<file path="config.mk">
export PLATFORM = sky130hd
export DESIGN_NAME = xillyusb_speedtest_src
export DESIGN_NICKNAME = d
export VERILOG_FILES = /design/src/rtl/speedtest_pkg.sv /design/src/rtl/speedtest_fifo.sv /design/src/rtl/xillyusb_speedtest_src.sv
export SDC_FILE = /design/constraint.sdc
export NUM_CORES = 1
export LEC_CHECK = 0
export CORE_ASPECT_RATIO = 1.2
export CORE_UTILIZATION = 45
export DETAILED_ROUTE_END_ITERATION = 16
export GPL_TIMING_DRIVEN = 0
export MAX_ROUTING_LAYER = met4
export PLACE_DENSITY = 0.66
export REMOVE_ABC_BUFFERS = 1
export SLEW_MARGIN = 15
export SYNTH_ARGS = -nofsm -noshare
export SYNTH_HDL_FRONTEND = slang
export SYNTH_SLANG_ARGS = --single-unit
</file>
<file path="constraint.sdc">
create_clock -name bus_clk -period 9.5 [get_ports bus_clk]
set_clock_uncertainty 0.1 [all_clocks]
set_input_delay 2.85 -clock bus_clk [delete_from_list [all_inputs] [get_ports bus_clk]]
set_output_delay 2.85 -clock bus_clk [all_outputs]
set_load 0.1 [all_outputs]
</file>
<file path="src/rtl/speedtest_pkg.sv">
// Shared types and constants for the XillyUSB speed-test pattern source.
package speedtest_pkg;

    typedef enum logic [1:0] {
        IDLE = 2'd0,
        RUN  = 2'd1,
        DONE = 2'd2
    } state_t;

    localparam logic [31:0] LFSR_POLY = 32'h80200003;
    localparam logic [31:0] LFSR_SEED = 32'hFFFFFFFF;

    // Right-shifting Galois step for x^32+x^22+x^2+x+1.
    function automatic logic [31:0] lfsr_next(input logic [31:0] s);
        return s[0] ? ((s >> 1) ^ LFSR_POLY) : (s >> 1);
    endfunction

endpackage

</file>
<file path="src/rtl/speedtest_fifo.sv">
// Synchronous non-FWFT FIFO with registered read data and a synchronous flush.
module speedtest_fifo #(
    parameter int DEPTH = 16
) (
    input  logic        bus_clk,
    input  logic        bus_rst_n,
    input  logic        flush,
    input  logic        wr_en,
    input  logic [31:0] wr_data,
    input  logic        rd_en,
    output logic [31:0] rd_data,
    output logic        full,
    output logic        empty
);
    localparam int AW = $clog2(DEPTH);
    localparam logic [AW:0] PTR_ONE = {{AW{1'b0}}, 1'b1};

    logic [AW:0] wr_ptr;
    logic [AW:0] rd_ptr;
    logic [31:0] mem [DEPTH];

    assign full  = (wr_ptr[AW] != rd_ptr[AW]) && (wr_ptr[AW-1:0] == rd_ptr[AW-1:0]);
    assign empty = (wr_ptr == rd_ptr);

    always_ff @(posedge bus_clk) begin
        if (wr_en && !full)
            mem[wr_ptr[AW-1:0]] <= wr_data;
    end

    // A pop coinciding with a flush still delivers its word; only the backlog is dropped.
    always_ff @(posedge bus_clk or negedge bus_rst_n) begin
        if (!bus_rst_n) begin
            wr_ptr  <= '0;
            rd_ptr  <= '0;
            rd_data <= '0;
        end else begin
            if (rd_en && !empty)
                rd_data <= mem[rd_ptr[AW-1:0]];
            if (flush) begin
                wr_ptr <= '0;
                rd_ptr <= '0;
            end else begin
                if (wr_en && !full)
                    wr_ptr <= wr_ptr + PTR_ONE;
                if (rd_en && !empty)
                    rd_ptr <= rd_ptr + PTR_ONE;
            end
        end
    end

endmodule

</file>
<file path="src/rtl/xillyusb_speedtest_src.sv">
// Host-bound test-pattern source feeding the XillyUSB read_32 FIFO interface.
// SPEEDTEST_LFSR_EN selects an LFSR pattern instead of the incrementing counter.
module xillyusb_speedtest_src
    import speedtest_pkg::*;
#(
    parameter int DEPTH = 16
) (
    input  logic        bus_clk,
    input  logic        bus_rst_n,
    input  logic        user_r_read_32_open,
    input  logic        user_r_read_32_rden,
    output logic [31:0] user_r_read_32_data,
    output logic        user_r_read_32_empty,
    output logic        user_r_read_32_eof,
    input  logic [31:0] xfer_words,
    input  logic [7:0]  gap_cycles,
    output logic [31:0] words_sent,
    output logic        underrun_err
);
    state_t      state;
    logic        open_d;
    logic        open_rise;
    logic [31:0] limit;
    logic [31:0] gen_count;
    logic [31:0] pattern;
    logic [31:0] pattern_nxt;
    logic [31:0] pattern_seed;
    logic [7:0]  gap_cnt;
    logic        limit_hit;
    logic        wr_en;
    logic        flush;
    logic        pop;
    logic        fifo_full;
    logic        fifo_empty;

`ifdef SPEEDTEST_LFSR_EN
    assign pattern_seed = LFSR_SEED;
    assign pattern_nxt  = lfsr_next(pattern);
`else
    assign pattern_seed = '0;
    assign pattern_nxt  = pattern + 32'd1;
`endif

    assign open_rise = user_r_read_32_open && !open_d;
    assign limit_hit = (limit != '0) && (gen_count == limit);
    assign wr_en     = (state == RUN) && !fifo_full && (gap_cnt == '0) && !limit_hit;
    assign flush     = !user_r_read_32_open || open_rise;

    assign user_r_read_32_empty = fifo_empty || (state == IDLE);
    assign user_r_read_32_eof   = (state == DONE) && fifo_empty;
    assign pop                  = user_r_read_32_rden && !user_r_read_32_empty;

    speedtest_fifo #(.DEPTH(DEPTH)) u_fifo (
        .bus_clk   (bus_clk),
        .bus_rst_n (bus_rst_n),
        .flush     (flush),
        .wr_en     (wr_en),
        .wr_data   (pattern),
        .rd_en     (pop),
        .rd_data   (user_r_read_32_data),
        .full      (fifo_full),
        .empty     (fifo_empty)
    );

    always_ff @(posedge bus_clk or negedge bus_rst_n) begin
        if (!bus_rst_n) begin
            state  <= IDLE;
            open_d <= 1'b0;
            limit  <= '0;
        end else begin
            open_d <= user_r_read_32_open;
            if (!user_r_read_32_open) begin
                state <= IDLE;
            end else begin
                case (state)
                    IDLE: if (open_rise) begin
                        state <= RUN;
                        limit <= xfer_words;
                    end
                    RUN:  if (limit_hit) state <= DONE;
                    default: state <= state;
                endcase
            end
        end
    end

    // The gap counter is only reloaded by an accepted write, so a full FIFO leaves it idle at 0.
    always_ff @(posedge bus_clk or negedge bus_rst_n) begin
        if (!bus_rst_n) begin
            gen_count <= '0;
            pattern   <= '0;
            gap_cnt   <= '0;
        end else if (open_rise) begin
            gen_count <= '0;
            pattern   <= pattern_seed;
            gap_cnt   <= '0;
        end else if (wr_en) begin
            gen_count <= gen_count + 32'd1;
            pattern   <= pattern_nxt;
            gap_cnt   <= gap_cycles;
        end else if (gap_cnt != '0) begin
            gap_cnt   <= gap_cnt - 8'd1;
        end
    end

    always_ff @(posedge bus_clk or negedge bus_rst_n) begin
        if (!bus_rst_n) begin
            words_sent   <= '0;
            underrun_err <= 1'b0;
        end else if (open_rise) begin
            words_sent   <= '0;
            underrun_err <= 1'b0;
        end else begin
            if (pop && (words_sent != 32'hFFFFFFFF))
                words_sent <= words_sent + 32'd1;
            if (user_r_read_32_rden && user_r_read_32_empty)
                underrun_err <= 1'b1;
        end
    end

endmodule

</file>
==> impl_metrics.tcl <==
set metrics [dict create \
    fp-row-count 101 \
    grt_first_pass_wirelength_mm 100 \
    async_flop_share_pct 26.2 \
    crit_fanout 33 \
    pre_cts_slack_ps 3030 \
    synth_area_mm2 0.0287 \
    leakagePower_uw 0.0115 \
    drt_pass1_iterations 5 \
    grt_max_degree 77 \
    antenna_cells 0 \
    wl_per_cell_um 23.8 \
    grt_pass1_vias 16700 \
    final_max_slew_viol_count 0 \
    required_ps 6550 \
    num_vias 16000 \
    setup-violations-final 0 \
    power.density_mw_per_mm2 196 \
    die_h_um 278 \
    ys_seq_elements 694 \
    cts_buffers 69 \
    grt_overflow 0 \
    min_path_type "reg2reg" \
    cts_resized 0 \
    crit_arrival_ps 4120 \
    finalCritPeriodShare_pct 74.4 \
    stdcell_area_mm2 0.0335 \
    layout_commonest_cell "edfxtp_1" \
    whs_ps 373 \
    irDropWorstVdd_uv 117 \
    grt_usage_pct 21.3 \
    maxSlewHeadroom_pct 29.2 \
    io_buffers 110 \
    synth_edf_count 512 \
    ant_nets 0 \
    period_needed_ps 7070 \
    post_cts_buffers 0 \
    critPathKind "reg2out" \
    clk_pin_slew_worst_paths_ps 60 \
    start_kind "flip-flop" \
    yosysTopAreaCellShare_pct 53.6 \
    final_cell_mix "512 x edfxtp_1, 178 x dfrtp_1, 160 x mux4_2" \
    holdBufCountCts 0 \
    clockRootBuffer "clkbuf_16" \
    core_mm2 0.0632 \
    worst_slack_ps 2430 \
    synth.avg_cell_area_um2 16.8 \
    h-tree-depth 3 \
    synth_seq_area_share_pct 69.5 \
    cts_sinks 694 \
    tightest_slew_ps 1060 \
    place_congestion 0.846 \
    ys_types 58 \
    syn2layout_area_growth_pct 16.8 \
    clk_path_buf_depth 3 \
    ioPinCount 111 \
    die_w_um 232 \
    cts_tree "built" \
    rsz0062_at_grt "no" \
    synth_warnings 0 \
    cap_viol_max_count 0 \
    vias_per_cell 5.89 \
    dieArea_mm2 0.0647 \
    finalHoldViolCount 0 \
    layout.nets 1887 \
    syn_inst 1701 \
    ys.flop_type "edfxtp_1" \
    antenna_found_initial 0 \
    fmax_mhz 142 \
    ff2ff_setup_slack_ps 5410 \
    critPathCaptureType "primary output" \
    drive_above_1_share_pct 20.2 \
    synth_area_leader_cell "edfxtp_1" \
    clk_latency_ps 610 \
    place_area_mm2 0.0313 \
    drt_iter0_drc 1426 \
    wl_mm 64.6 \
    dp_hpwl_mm 38.6 \
    tns_ps 0 \
    status "completed" \
    yosys-top-cells-area "edfxtp_1 54%, dfrtp_1 16%, mux4_2 13%" \
    initial_core_util_pct 45.4 \
    remaining_drc_errors 0 \
]
-- worst max-delay path, stage by stage (launching register included) --
cell	delay, ps
dfrtp_4	750
buf_12	290
xor2_1	140
nor4_4	680
nand2_1	150
nor3b_1	300
clkdlybuf4s50_1	1190
-- cell usage after synthesis, types with 2 or more instances --
master and n:
edfxtp_1 512, dfrtp_1 182, mux4_2 160, nand2_1 142
a21oi_1 57, clkbuf_1 55, nor2_1 53, xor2_1 52
nand3_1 46, o21ai_0 44, or3_1 40, and3_1 35
nand4_1 35, mux2_2 32, nor4_1 28, xnor2_1 20
buf_1 17, or4_1 16, nand2b_1 15, and4_1 13
buf_2 13, o311ai_0 13, o41ai_1 13, o31ai_1 11
ha_1 10, inv_1 10, nor3_1 10, and2_1 7
a31o_2 6, buf_4 6, mux2i_1 5, nor2b_1 4
o211ai_1 4, nor4_4 3, o21a_1 3, a211oi_2 2
clkbuf_8 2, nand3_2 2, nor3b_1 2, nor4b_1 2
o31a_1 2
-- report_power, final --
group	switching (uW)	total (uW)	internal, uW	leakage, uW
registers	76.7	3390	3310	0.00715
clock network	1140	2670	1530	0.00106
logic	323	506	184	0.00327
total	1540	6570	5030	0.0115
-- registers in the layout (all words and copies together), names as in the netlist --
signal	cells
limit	32
underrun_err	1
state	2
gap_cnt	8
u_fifo.wr_ptr	5
open_d	1
u_fifo.mem	512
u_fifo.rd_ptr	5
gen_count	32
words_sent	32
u_fifo.rd_data	32
pattern	32
-- cells by family after synthesis --
kind of cell / count (synthesis) / synth area share (%)
and+or+nand+nor: 458 / 8.49
buffers and inverters: 105 / 1.61
muxes: 197 / 14.0
xor gates and xnor gates: 72 / 2.20
DFF: 694 / 69.5
adders and majority gates: 10 / 0.437
AOI/OAI and AO/OA: 165 / 3.72
-- metrics by stage --
| step | instances | utilization (%) | power, uW |
|---|---|---|---|
| global route | 2713 | 53.0 | 6800 |
| global placement | 2540 | 48.1 | 3940 |
| floorplan | 1606 | - | 3790 |
| CTS | 2713 | 53.0 | 6630 |
| detailed placement | 2586 | 49.5 | 3960 |
| finish | 2713 | 53.0 | 6570 |
-- path summary, 6_finish.rpt --
| kind | cells past startpoint | to | from |
|---|---|---|---|
| min reg2reg | 2 | u_fifo.rd_data[4]$_DFFE_PN0P_ | u_fifo.rd_data[4]$_DFFE_PN0P_ |
| max in group asynchronous | 3 | u_fifo.rd_ptr[2]$_DFFE_PN0P_ | bus_rst_n |
| max | 6 | user_r_read_32_eof | u_fifo.rd_ptr[1]$_DFFE_PN0P_ |
| max reg2reg | 7 | u_fifo.mem[11][20]$_DFFE_PP_ | u_fifo.rd_ptr[1]$_DFFE_PN0P_ |
| min | 2 | u_fifo.rd_data[4]$_DFFE_PN0P_ | u_fifo.rd_data[4]$_DFFE_PN0P_ |
| min in group asynchronous | 1 | words_sent[10]$_DFFE_PN0P_ | bus_rst_n |
-- cell type report --
cell class	instances	area (um^2)
well taps	824	1030
clock inverters	25	262
multi-input cells	902	8360
flip-flops and latches	694	19900
inverters	10	37.5
fillers	5040	29700
repair buffers	156	1900
clock buffers	102	1930
-- metal layers --
metal	vias to the layer above	GRT usage, %	share of wire (%)
li1	7035	-	-
met1	8394	28.1	42
met2	455	34.0	50
met3	102	3.41	5.0
met4	0	6.76	2.4
met5	-	-	0
Note: power is estimated with default switching activity, not from simulation.
